File: src/rtl/imem_loader.sv
// Boot loader for the CPU instruction memory. It takes a header holding the word count N,
// then N instruction words, then a checksum word. The CPU stays in reset until the checksum matches.
module imem_loader #(
  parameter int unsigned DEPTH  = 64,
  parameter int unsigned ADDR_W = 6,
  parameter int unsigned WORD_W = 32
) (
  input  logic              clk,
  input  logic              reset,
  input  logic              start,
  input  logic              in_valid,
  input  logic [WORD_W-1:0] in_data,
  output logic              in_ready,
  output logic              mem_we,
  output logic [ADDR_W-1:0] mem_addr,
  output logic [WORD_W-1:0] mem_wdata,
  output logic              cpu_reset,
  output logic              done,
  output logic              error,
  output logic [1:0]        error_code,
  output logic [ADDR_W:0]   words_loaded
);

  typedef enum logic [2:0] {
    S_IDLE, S_HEADER, S_LOAD, S_CHECK, S_RUN, S_ERROR
  } state_e;

  localparam logic [1:0] ERR_NONE    = 2'd0;
  localparam logic [1:0] ERR_HEADER  = 2'd1;
  localparam logic [1:0] ERR_CHKSUM  = 2'd2;

  state_e              state_q;
  logic [ADDR_W:0]     n_q;
  logic [ADDR_W:0]     cnt_q;
  logic [ADDR_W-1:0]   addr_q;
  logic [WORD_W-1:0]   sum_q;
  logic                in_ready_q;
  logic                mem_we_q;
  logic [ADDR_W-1:0]   mem_addr_q;
  logic [WORD_W-1:0]   mem_wdata_q;
  logic                cpu_reset_q;
  logic                done_q;
  logic                error_q;
  logic [1:0]          error_code_q;

  logic                xfer;
  logic                hdr_bad;
  logic                last_word;
  logic [ADDR_W:0]     cnt_d;
  logic [WORD_W-1:0]   sum_d;

  always_comb begin
    xfer      = in_valid & in_ready_q;
    // The whole header word is range-checked, so a value with upper bits set is rejected.
    hdr_bad   = (in_data == '0) || (in_data > WORD_W'(DEPTH));
    cnt_d     = cnt_q + (ADDR_W+1)'(1);
    sum_d     = sum_q + in_data;
    last_word = (cnt_d == n_q);
  end

  always_ff @(posedge clk or negedge reset) begin
    if (!reset) begin
      state_q      <= S_IDLE;
      n_q          <= '0;
      cnt_q        <= '0;
      addr_q       <= '0;
      sum_q        <= '0;
      in_ready_q   <= 1'b0;
      mem_we_q     <= 1'b0;
      mem_addr_q   <= '0;
      mem_wdata_q  <= '0;
      cpu_reset_q  <= 1'b1;
      done_q       <= 1'b0;
      error_q      <= 1'b0;
      error_code_q <= ERR_NONE;
    end else begin
      mem_we_q <= 1'b0;
      case (state_q)
        S_IDLE, S_RUN, S_ERROR: begin
          if (start) begin
            state_q      <= S_HEADER;
            in_ready_q   <= 1'b1;
            cpu_reset_q  <= 1'b1;
            done_q       <= 1'b0;
            error_q      <= 1'b0;
            error_code_q <= ERR_NONE;
          end
        end
        S_HEADER: begin
          if (xfer) begin
            if (hdr_bad) begin
              state_q      <= S_ERROR;
              in_ready_q   <= 1'b0;
              error_q      <= 1'b1;
              error_code_q <= ERR_HEADER;
            end else begin
              state_q <= S_LOAD;
              n_q     <= in_data[ADDR_W:0];
              addr_q  <= '0;
              sum_q   <= '0;
              cnt_q   <= '0;
            end
          end
        end
        S_LOAD: begin
          if (xfer) begin
            mem_we_q    <= 1'b1;
            mem_addr_q  <= addr_q;
            mem_wdata_q <= in_data;
            sum_q       <= sum_d;
            cnt_q       <= cnt_d;
            // The address stops at N-1, so a full-depth frame never wraps back to 0.
            if (last_word) state_q <= S_CHECK;
            else           addr_q  <= addr_q + ADDR_W'(1);
          end
        end
        S_CHECK: begin
          if (xfer) begin
            in_ready_q <= 1'b0;
            if (in_data == sum_q) begin
              state_q     <= S_RUN;
              cpu_reset_q <= 1'b0;
              done_q      <= 1'b1;
            end else begin
              state_q      <= S_ERROR;
              error_q      <= 1'b1;
              error_code_q <= ERR_CHKSUM;
            end
          end
        end
        default: state_q <= S_IDLE;
      endcase
    end
  end

  assign in_ready     = in_ready_q;
  assign mem_we       = mem_we_q;
  assign mem_addr     = mem_addr_q;
  assign mem_wdata    = mem_wdata_q;
  assign cpu_reset    = cpu_reset_q;
  assign done         = done_q;
  assign error        = error_q;
  assign error_code   = error_code_q;
  assign words_loaded = cnt_q;

endmodule
File: config.mk
export PLATFORM = sky130hd
export DESIGN_NAME = imem_loader
export DESIGN_NICKNAME = d
export VERILOG_FILES = /design/src/rtl/imem_loader.sv
export SDC_FILE = /design/constraint.sdc
export NUM_CORES = 1
export LEC_CHECK = 0
export CORE_MARGIN = 1
export CORE_UTILIZATION = 43
export DETAILED_ROUTE_END_ITERATION = 10
export HOLD_SLACK_MARGIN = 0.02
export PLACE_DENSITY_LB_ADDON = 0.12
export SYNTH_ARGS = -nofsm -noshare
export SYNTH_HDL_FRONTEND = slang
export SYNTH_SLANG_ARGS = --single-unit
export TNS_END_PERCENT = 100
File: constraint.sdc
create_clock -name clk -period 8 [get_ports clk]
set_clock_uncertainty 0.2 [all_clocks]
set_input_delay 1.2 -clock clk [delete_from_list [all_inputs] [get_ports clk]]
set_output_delay 1.2 -clock clk [all_outputs]
set_load 0.05 [all_outputs]
## Yosys cells after proc, flatten, opt, wreduce, memory -nomap -nowiden

Index checks and enable logic that the tools add are counted.

- Flip-flop bits (word level): 100
- Latch bits: 0
- Memory bits (writable): 0
- Bits in read-only memories: 0
- Bits of input ports: 36
- Output and inout bits: 52
- Logic and storage cells: 97
- Memories: 0

- $add $sub $neg: 3
- Multiply operators: 0
- Divide/modulo/power cells: 0
- Magnitude comparators: 1
- Equality and inequality tests: 17
- Shifts and indexed selects: 0
- Mux-type cells: 46
- Bitwise gates (word level): 2
- Reductions and logical operators: 15

Operator list:

| cell | number |
|---|---|
| 2-to-1 mux 32 bit | 3 |
| one-hot mux 32 bit (2 select lines) | 1 |
| adder 32 bit | 1 |
| equality test 32 bit | 1 |
| greater-than comparator 32 x 7 -> 1 bit, second input constant | 1 |
| zero test 32 bit | 1 |
| 2-to-1 mux 6 bit | 4 |
| 2-to-1 mux 7 bit | 3 |
| != test 2 bit, second input constant | 10 |
| 2-to-1 mux 3 bit | 6 |
| 2-to-1 mux 1 bit | 16 |
| AND reduction 5 bit | 3 |
| one-hot mux 7 bit (2 select lines) | 1 |
| one-hot mux 3 bit (4 select lines) | 1 |
| one-hot mux 6 bit (2 select lines) | 1 |
| 2-to-1 mux 2 bit | 5 |
| AND reduction 4 bit | 2 |
| adder 7 x 1 -> 7 bit, second input constant | 1 |
| equality test 7 bit | 1 |
| adder 6 x 1 -> 6 bit, second input constant | 1 |
| equality test 3 x 2 -> 1 bit, second input constant | 2 |
| equality test 3 bit, second input constant | 2 |
| one-hot mux 1 bit (3 select lines) | 2 |
| one-hot mux 2 bit (3 select lines) | 1 |
| other kinds (12) | 14 |

## Logic depth before layout (Yosys ltp)

Gate-level depths: netlist of run 1.

- Depth in word-level cells: 5
- Mapped depth: 10
- Depth with buffers taken out: 10

## Worst setup path before layout of run 1

Ideal clock, no wire load.

- Path kind: input to register
- Start: in in_data[0]
- End: reg sum_q[24]
- Library setup time: 0.095 ns
- Arrival time: 3.326 ns
- Data required time: 7.705 ns
- Path slack: 4.379 ns
- Cell stages on the path: 10
- Path buffers: 0
- Cell sequence: ha_1 > fa_1 > a21o_1 > a221oi_2 > nor3_1 > o21a_1 > o21a_1 > o21a_1 > o21a_1 > o31ai_1

- Cells in the longest elaborated chain, start to end: 4
- Elaborated cells between the ends (all ways): 8
- Classes of those cells: add/sub: 1; order compare: 1; eq/ne: 1; mux: 2; reduce/logical: 3

RTL lines:

| element | line | text |
|---|---|---|
| start: declaration | 12 | `input logic [WORD_W-1:0] in_data,` |
| greater-than comparator 32 x 7 -> 1 bit / zero test 32 bit (equally long branches) | 55 | `hdr_bad = (in_data == '0) \|\| (in_data > WORD_W'(DEPTH));` |
| logical OR 1 bit | 55 |  |
| != test 2 bit (no line) | - |  |
| AND reduction 4 bit (no line) | - |  |
| end signal: assignment | 110 | `sum_q <= sum_d;` |
| end: declaration | 36 | `logic [WORD_W-1:0] sum_q;` |

Parallel ways exist; a longest one is shown, timed or not. The select of a mux whose other input is x is not followed.
A chain may end at the register's enable or synchronous reset.

## Final worst setup path of run 1

- Start: in in_data[3]
- End: reg cnt_q[4] (netlist: words_loaded[4])

- Cells in the longest elaborated chain, start to end: 4
- Elaborated cells between the ends (all ways): 5
- Classes of those cells: order compare: 1; eq/ne: 1; reduce/logical: 3

RTL lines:

| element | line | text |
|---|---|---|
| greater-than comparator 32 x 7 -> 1 bit / zero test 32 bit (equally long branches) | 55 |  |
| logical OR 1 bit (*) | 55 |  |
| != test 2 bit (no line) (*) | - |  |
| AND reduction 4 bit (no line) (*) | - |  |
| end signal: assignment | 111 | `cnt_q <= cnt_d;` |
| end: declaration | 34 | `logic [ADDR_W:0] cnt_q;` |

Mark *: on every way between the ends. The rest lies on a longest branch, timed or not.

==> results.cfg, run 1 <==
[clock_network]
clk_transition_reported_paths_ns = 0.07
cts_num_sinks = 100
clock-root-buffer = sky130_fd_sc_hd__clkbuf_16
cts_resized = 0
clkLatencyLatePin_ns = 0.36
post_cts.repair.setup_buffers = 0
cts_max_level = 3
cts_buffer_depth = 2
cts_made_buffers = 9
cts_hold_repair.buffers = 0
tritoncts = done

[placement]
preCtsSetupSlack_ns = 3.17
post_dp_cell_area_um2 = 6960
dp_hpwl_um = 10600
portBuffers = 87
globalplace.congestion = 0.863
post-place-cells = 924

[synth]
synth.yosys.seq_area_share = 0.418
synth-async-reset-ratio = 1.00
ys_types = 63
netlist.top_cell.by_area = sky130_fd_sc_hd__dfrtp_1
netlist.area_leader.share = 0.414
mappedNetlistNets = 762
syn-cell-area_um2 = 5990
postSynthAreaPerCell_um2 = 8.65
yosys_warnings = 0
synth.top_cells.by_count = sky130_fd_sc_hd__nand2_1, sky130_fd_sc_hd__dfrtp_1, sky130_fd_sc_hd__a21oi_1
synth_enable_flop_cells = 0
cells_taking_the_most_area_after_synthesis = sky130_fd_sc_hd__dfrtp_1, sky130_fd_sc_hd__nand2_1, sky130_fd_sc_hd__ha_1, sky130_fd_sc_hd__a21oi_1, sky130_fd_sc_hd__o21ai_0
yosysMostFrequentCell = sky130_fd_sc_hd__nand2_1
synthCells = 692
synthFlopType = sky130_fd_sc_hd__dfrtp_1
yosys_register_bits = 100

[detailed_routing]
route.detailed.vias_per_inst = 5.57
finalWirelength_um = 15100
drt-wirelength-per-cell_um = 16.0
drt_pre_antenna_iters = 4
drt-initial-drc-count = 292
route.detailed.drc = 0
final_antenna_net_count = 0
routed-via-count = 5235

[setup_path]
worst_ep_arrival_time_ns = 4.49
cell_with_the_largest_stage_delay_on_the_worst_path = sky130_fd_sc_hd__nor2_2
worst-setup-path-type = in2reg
worstPathRequired_ns = 8.00
cpPeakStageDelay_ns = 0.57
worstPathCellList = clkdlybuf4s50_1 > or4_1 > nor3_1 > xor2_1 > or3_1 > nor2_2 > buf_4 > nor2_2 > o21ai_0 > o31ai_1
worst_path_most_repeated_cell = sky130_fd_sc_hd__nor2_2
timing.critical_path.to_type = flip-flop
timing.critical_path.from_type = input port
cp_max_fo = 21

[power_and_ir_drop]
ir_worst_vdd_v = 0.000107
power.leakage_nw = 3.46
power.total_mw = 1.07
power_density_nw_per_um2 = 147

[sta]
fmax_ghz = 0.223
fin_worst_hold_slack_ns = 0.266
min_period_over_period = 0.561
setup-violations-final = 0
period_needed_ns = 4.49
max_slew.worst_pin.slew_ns = 1.06
timing_max_transition_violations_final = 0
tns_ns = 0
grt_setup_unrepaired = false
relative_slew_margins = 0.297
timing_hold_violations_final = 0
fin_ws_ns = 3.51

[die]
std_cell_rows = 42
die-height_um = 120
die-area_um2 = 14400
num_io_pins = 88
die_width_um = 120
core_region_area_um2 = 13400
start_util = 0.447

[global_routing]
grt_pass1_vias = 5286
grt_overflow = 0
grt.total_usage = 0.221
number_of_antenna_violations_at_the_first_check_in_global_routing = 0
grt_max_degree = 103
grt_first_pass_wirelength_um = 25300

[layout]
num_antenna_cells = 0
nNetsFinal = 829
fin_cells = 940
fillerInstances = 1250
final_design_area_no_fill_um2 = 7290
final_core_util = 0.544
synthToLayoutAreaGrowth_pct = 21.8
fraction_of_final_layout_cells_sized_beyond_drive_strength_1 = 0.0563

[flow_run]
cap_violations = 0

[status]
outcome = complete, no violations

[min_path]
worst_hold_path_type = reg2reg
## critical path, delay by kind of cell
kind            cells  cell delay (ns)
simple gates        5             1.96
buf+inv             2             0.86
compound gates      2             0.32
xor+xnor            1             0.13
## flip-flops by register name, indices dropped and copies added (netlist names), 2 cells and up
signal and count:
state_q 3, mem_addr 6, words_loaded 7, error_code 2, sum_q 32, addr_q 6
n_q 7, mem_wdata 32
## path summary, 6_finish.rpt
kind,start,to,slack [ns],cells after the start
max,in_data[3],words_loaded[4],3.51,10
min,cpu_reset,cpu_reset,0.27,2
max reg2reg,state_q[1],words_loaded[4],4.70,8
min reg2reg,cpu_reset,cpu_reset,0.27,2
max in group asynchronous,reset,mem_addr[2],5.77,2
min in group asynchronous,reset,mem_wdata[18],0.59,1
## kinds of logic (layout without fill, tap and decap cells)
logic type      Yosys count  after routing  share of synthesized area
simple gates            305            305                      0.228
compound gates          160            160                      0.173
buf+inv                  45            117                     0.0330
mux                      15             15                     0.0270
flops                   100            100                      0.418
fa+ha+maj                34             34                     0.0723
xor+xnor                 33             33                     0.0483
## per-layer routing
metal	up-vias	share of wire	GRT usage
met5	-	0	0
met1	2483	0.47	0.297
met3	28	0.051	0.0361
met4	0	0.027	0.106
met2	147	0.45	0.346
li1	2577	-	-
## placed cells by master, fill, tap and decap left out, types with 12 or more instances in the layout
master and n:
sky130_fd_sc_hd__nand3_1 15, sky130_fd_sc_hd__and3_1 12, sky130_fd_sc_hd__nor4_1 14, sky130_fd_sc_hd__a21oi_1 37
sky130_fd_sc_hd__o21a_1 15, sky130_fd_sc_hd__nor2_1 31, sky130_fd_sc_hd__o21ai_0 35, sky130_fd_sc_hd__dfrtp_1 99
sky130_fd_sc_hd__ha_1 33, sky130_fd_sc_hd__clkdlybuf4s50_1 86, sky130_fd_sc_hd__nand2_1 181, sky130_fd_sc_hd__xor2_1 16
sky130_fd_sc_hd__xnor2_1 17, sky130_fd_sc_hd__nor3_1 12, sky130_fd_sc_hd__o22ai_1 17
## cell type report
| class | instances | area [um2] | area share |
|---|---|---|---|
| Clock buffer | 12 | 256 | 0.0352 |
| Tap cell | 176 | 220 | 0.0302 |
| Multi-Input combinational cell | 547 | 3300 | 0.452 |
| Sequential cell | 100 | 2500 | 0.343 |
| Timing Repair Buffer | 91 | 898 | 0.123 |
| Inverter | 10 | 37.5 | 0.00515 |
| Clock inverter | 4 | 77.6 | 0.0106 |
## where the power goes
group          internal, mW  leakage [nW]  switching [mW]  total [mW]
clock network         0.294         0.164           0.199       0.493
logic                0.0306          1.91          0.0437      0.0743
registers             0.505          1.39               0       0.505
(Power assumes the default switching activity.)
==> run 2: changes to the inputs <==
- clock period: 8 -> 3.9 ns (I/O delays scaled with it)
==> run 2 against run 1 <==
First-iteration DRC count up 8.9%. Via count down 0.36%. Combinational power up 110%. Critical path type unchanged. Hold slack worse by 0.18 ns. Flip-flop and latch count unchanged. Highest routed layer unchanged. Clock-buffer cell count down 3. Largest cell class unchanged. Power up 99%. Largest power group unchanged. Sequential share of layout area down 0.27 points. Utilization up 0.44 points.
==> results.cfg, run 2 (synthesis gave the netlist of run 1 again) <==
[setup_path]
worst-setup-path-type = in2reg
worstPathRequired_ns = 3.99
crit_path_start = in_data[1]
worst-r2r-cell-count = 10
worst-r2r-setup-slack_ns = 0.98
count_of_buffering_cells_on_the_critical_path_with_inverters_included = 1
rr_startpoint = sum_q[0]
reg2reg_to = sum_q[24]
worst_path_dominant_cell_family = compound AO/OA/AOI/OAI gates
worstPathCellList = clkdlybuf4s50_1 > ha_1 > a21o_1 > nand4_1 > a211oi_1 > o211ai_2 > a31oi_1 > nor4_1 > or4_4 > o211ai_2
cp_max_fo = 5
cell_with_the_largest_stage_delay_on_the_worst_path = sky130_fd_sc_hd__a211oi_1
timing.critical_path.from_type = input port
timing.critical_path.to_type = flip-flop
worst_ep_arrival_time_ns = 3.39
worst_path_most_repeated_cell = sky130_fd_sc_hd__o211ai_2
critPathCapture = sum_q[31]
cpPeakStageDelay_ns = 0.57
worstSetupPathDepth = 10

[clock_network]
clock-root-buffer = sky130_fd_sc_hd__clkbuf_16
post_cts.repair.setup_buffers = 0
cts_max_level = 3
cts_buffer_depth = 2
cts_hold_repair.buffers = 0
cts_resized = 0
cts_num_sinks = 100
tritoncts = done
clk_transition_reported_paths_ns = 0.07
clkLatencyLatePin_ns = 0.36
cts_made_buffers = 9

[sta]
max_slew.worst_pin.slew_ns = 0.820
period_needed_ns = 3.30
timing_max_transition_violations_final = 0
tns_ns = 0
fin_ws_ns = 0.595
fmax_ghz = 0.303
relative_slew_margins = 0.453
timing_hold_violations_final = 0
min_period_over_period = 0.847
grt_setup_unrepaired = false
setup-violations-final = 0

[detailed_routing]
drt_pre_antenna_iters = 5
drt-initial-drc-count = 318
drt-wirelength-per-cell_um = 15.6
final_antenna_net_count = 0
finalWirelength_um = 14800
route.detailed.drc = 0
route.detailed.vias_per_inst = 5.50
routed-via-count = 5216

[global_routing]
grt_pass1_vias = 4957
grt_overflow = 0
grt_max_degree = 60
grt.total_usage = 0.215
grt_first_pass_wirelength_um = 24600
number_of_antenna_violations_at_the_first_check_in_global_routing = 0

[die]
start_util = 0.447
core_region_area_um2 = 13400
die_width_um = 120
die-height_um = 120
std_cell_rows = 42
num_io_pins = 88
die-area_um2 = 14400

[power_and_ir_drop]
power_switching_mw = 0.525
ir_worst_vdd_v = 0.000195
seq_power_share = 0.485
cellInternalPower_mw = 1.61
power.leakage_nw = 3.50
p_comb_frac = 0.073
power_switching_share = 0.246
pwr-share-clk = 0.442
power.total_mw = 2.14
power_density_nw_per_um2 = 290

[layout]
final_cell_mix = sky130_fd_sc_hd__nand2_1, sky130_fd_sc_hd__dfrtp_1, sky130_fd_sc_hd__clkdlybuf4s50_1
num_antenna_cells = 0
nNetsFinal = 838
final_design_area_no_fill_um2 = 7350
final_core_util = 0.549
synthToLayoutAreaGrowth_pct = 22.8
fraction_of_final_layout_cells_sized_beyond_drive_strength_1 = 0.0686
final_common_cell = sky130_fd_sc_hd__nand2_1

[placement]
portBuffers = 87
preCtsSetupSlack_ns = 0.228
dp_hpwl_um = 10700
globalplace.congestion = 0.887
post_dp_cell_area_um2 = 7040

[min_path]
worst_hold_path_type = in2async

[flow_run]
cap_violations = 0

[status]
outcome = complete, no violations
[run 2: cell count changes in the layout (fill, tap and decap cells not counted), sizes merged]
| cell | before | now |
|---|---|---|
| inv | 11 | 10 |
| bufinv | 2 | 1 |
| buf | 5 | 14 |
| clkinv | 1 | 5 |
| clkinvlp | 0 | 1 |
| clkbuf | 12 | 9 |
[run 2: worst min path at each step]
| stage | slack, ns | cells after the start | to | from |
|---|---|---|---|---|
| 2_1_floorplan | 0.09 | 0 | addr_q[0] | reset |
| 3_3_place_gp | 0.25 | 2 | cpu_reset | cpu_reset |
| 3_5_place_dp | 0.26 | 2 | mem_wdata[31] | mem_wdata[31] |
| 4_1_cts | 0.12 | 1 | mem_wdata[11] | reset |
| 5_1_grt | 0.16 | 1 | mem_wdata[11] | reset |
| 6_report | 0.09 | 1 | mem_wdata[11] | reset |
[run 2: power by group through the flow]
| stage | logic [mW] | registers, mW | clock network, mW |
|---|---|---|---|
| 4_1_cts | 0.157 | 1.04 | 0.957 |
| 2_1_floorplan | 0.0665 | 1.06 | 0 |
| 6_report | 0.155 | 1.04 | 0.944 |
| 3_3_place_gp | 0.155 | 1.06 | 0 |
| 5_1_grt | 0.172 | 1.04 | 0.994 |
| 3_5_place_dp | 0.156 | 1.06 | 0 |
[run 2: worst register-to-register path, cell delays in order, from the launching register on]
cell,delay (ns)
sky130_fd_sc_hd__dfrtp_1,0.39
sky130_fd_sc_hd__ha_1,0.21
sky130_fd_sc_hd__fa_1,0.40
sky130_fd_sc_hd__a21o_1,0.20
sky130_fd_sc_hd__a221oi_2,0.32
sky130_fd_sc_hd__nor3_1,0.14
sky130_fd_sc_hd__o21a_1,0.22
sky130_fd_sc_hd__o21a_1,0.22
sky130_fd_sc_hd__o21a_1,0.18
sky130_fd_sc_hd__o21a_1,0.16
sky130_fd_sc_hd__o31ai_1,0.21
[run 2: layout make-up]
| type | instances | area (um2) |
|---|---|---|
| fill | 1232 | 6050 |
| clock inverter | 7 | 87.6 |
| clock buffer | 9 | 225 |
| inverter | 10 | 37.5 |
| multi-input combinational | 547 | 3300 |
| tap | 176 | 220 |
| timing repair buffer | 100 | 978 |
| sequential | 100 | 2500 |
[run 2: per-stage QoR]
stage / hold slack, ns / cells
floorplan: 0.0894 / 692
global placement: 0.253 / 933
detailed placement: 0.262 / 933
CTS: 0.123 / 949
global route: 0.157 / 949
finish: 0.0901 / 949
[run 2: per-layer routing]
metal | track usage | vias to the layer above | part of all wire
li1 | - | 2585 | -
met1 | 0.305 | 2505 | 0.50
met2 | 0.325 | 107 | 0.44
met3 | 0.0309 | 19 | 0.035
met4 | 0.0930 | 0 | 0.020
met5 | 0 | - | 0
==> run 3: changes to the inputs <==
- clock period: 3.9 -> 2.95 ns (I/O delays scaled with it)
==> run 3 against run 2 <==
Non-clock buffer count is 101 higher. Utilization increased by 7.4 points. Power increased by 36%. Largest cell class unchanged.
==> results.cfg, run 3 (synthesis gave the netlist of run 1 again) <==
[power_and_ir_drop]
ir_worst_vdd_v = 0.000222
pwr-share-clk = 0.433
cellInternalPower_mw = 2.22
power_switching_share = 0.236
power_switching_mw = 0.685
power_density_nw_per_um2 = 349
power.leakage_nw = 4.07
seq_power_share = 0.471
p_comb_frac = 0.095
power.total_mw = 2.91

[detailed_routing]
finalWirelength_um = 16200
route.detailed.drc = 0
drt-initial-drc-count = 386
route.detailed.vias_per_inst = 5.40
routed-via-count = 5669
drt_pre_antenna_iters = 5
final_antenna_net_count = 0
drt-wirelength-per-cell_um = 15.4

[setup_path]
cp_max_fo = 5
worst_ep_arrival_time_ns = 2.97
worst-r2r-cell-count = 11
rr_startpoint = sum_q[0]
worst-r2r-setup-slack_ns = 0.14
worst-setup-path-type = in2reg
reg2reg_to = sum_q[12]
critPathCapture = sum_q[31]
worstPathRequired_ns = 3.03
timing.critical_path.to_type = flip-flop
crit_path_start = in_data[3]
timing.critical_path.from_type = input port

[clock_network]
clk_transition_reported_paths_ns = 0.07
cts_buffer_depth = 2
cts_made_buffers = 9
cts_max_level = 3
clkLatencyLatePin_ns = 0.36
clock-root-buffer = sky130_fd_sc_hd__clkbuf_16
tritoncts = done
cts_num_sinks = 100

[status]
outcome = complete, no violations

[sta]
max_slew.worst_pin.slew_ns = 0.668
setup-violations-final = 0
grt_setup_unrepaired = true
min_period_over_period = 0.980
fin_worst_hold_slack_ns = 0.166
relative_slew_margins = 0.555
timing_max_transition_violations_final = 0
fmax_ghz = 0.346
period_needed_ns = 2.89
timing_hold_violations_final = 0

[die]
num_io_pins = 88
die-height_um = 120
core_region_area_um2 = 13400
die_width_um = 120
start_util = 0.447
die-area_um2 = 14400
std_cell_rows = 42

[layout]
final_design_area_no_fill_um2 = 8340
num_antenna_cells = 0
nNetsFinal = 939
final_cell_mix = sky130_fd_sc_hd__nand2_1, sky130_fd_sc_hd__buf_4, sky130_fd_sc_hd__dfrtp_1
synthToLayoutAreaGrowth_pct = 39.3
fraction_of_final_layout_cells_sized_beyond_drive_strength_1 = 0.199
final_common_cell = sky130_fd_sc_hd__nand2_1
final_core_util = 0.622

[placement]
globalplace.congestion = 0.860
portBuffers = 87
post_dp_cell_area_um2 = 7790
dp_hpwl_um = 11700

[global_routing]
grt_pass1_vias = 5610
grt_first_pass_wirelength_um = 26900
grt_overflow = 0
grt_max_degree = 73
number_of_antenna_violations_at_the_first_check_in_global_routing = 0
grt.total_usage = 0.235

[flow_run]
cap_violations = 0

[min_path]
worst_hold_path_type = in2reg
[run 3: cell types whose count changed in the layout (fill, tap and decap cells not counted), sizes merged]
cell and delta:
dlygate4sd3 +1, clkdlybuf4s50 -9, clkinv -2, buf +100
clkbuf +3, dlymetal6s2s +7, dlygate4sd2 +2, clkinvlp -1
[run 3: area by class of cell]
class	count	area (um2)
Multi-Input combinational cell	547	3490
Fill cell	1146	5060
Clock buffer	12	256
Clock inverter	4	56.3
Tap cell	176	220
Timing Repair Buffer	201	1780
Inverter	10	37.5
Sequential cell	100	2500
[run 3: timing repair]
item,4_1_cts,5_1_grt
setup endpoints to repair,14,19
resized for setup,12,31
hold buffers,1,0
pin swaps,4,13
buffers inserted,1,1
endpoints found under the hold margin,47,0
cloned,0,0
[run 3: worst min-delay path by stage]
stage                     depth (start not counted)  slack (ns)           from            end
after floorplan                                   0       -0.05          reset      addr_q[0]
after global placement                            2        0.25      cpu_reset      cpu_reset
after detailed placement                          2        0.26      cpu_reset      cpu_reset
after CTS                                         2        0.28  mem_wdata[23]  mem_wdata[23]
after global routing                              3        0.22     in_data[7]   mem_wdata[7]
final                                             3        0.17     in_data[7]   mem_wdata[7]
[run 3: worst max-delay path, cell delays in order]
cell and delay [ns]:
sky130_fd_sc_hd__clkdlybuf4s50_1 0.42, sky130_fd_sc_hd__buf_4 0.17, sky130_fd_sc_hd__ha_4 0.28, sky130_fd_sc_hd__buf_4 0.11, sky130_fd_sc_hd__nand4_1 0.19, sky130_fd_sc_hd__a211oi_4 0.41
sky130_fd_sc_hd__o211ai_4 0.13, sky130_fd_sc_hd__a31oi_1 0.23, sky130_fd_sc_hd__nor4_1 0.09, sky130_fd_sc_hd__or4_4 0.42, sky130_fd_sc_hd__o211ai_2 0.08
[run 3: routing by layer]
metal | track usage | vias up | wire length, um
met5 | 0 | - | 0
met4 | 0.0836 | 0 | 307
met3 | 0.0271 | 23 | 726
met2 | 0.382 | 150 | 7510
met1 | 0.322 | 2706 | 7670
li1 | - | 2790 | -
[run 3: power by group through the flow]
| stage | registers (mW) | logic (mW) | clock network (mW) |
|---|---|---|---|
| floorplan | 1.40 | 0.0879 | 0 |
| global route | 1.37 | 0.305 | 1.33 |
| detailed placement | 1.40 | 0.268 | 0 |
| finish | 1.37 | 0.277 | 1.26 |
| global placement | 1.40 | 0.264 | 0 |
| CTS | 1.37 | 0.272 | 1.28 |
[run 3: through the flow]
stage,TNS [ns],cells,worst slack [ns]
floorplan,0,692,0.0860
global placement,-13.07,1031,-0.488
detailed placement,-14.86,1031,-0.562
CTS,-0.0105,1049,-0.0105
global route,-0.194,1050,-0.0579
finish,0,1050,0.0598
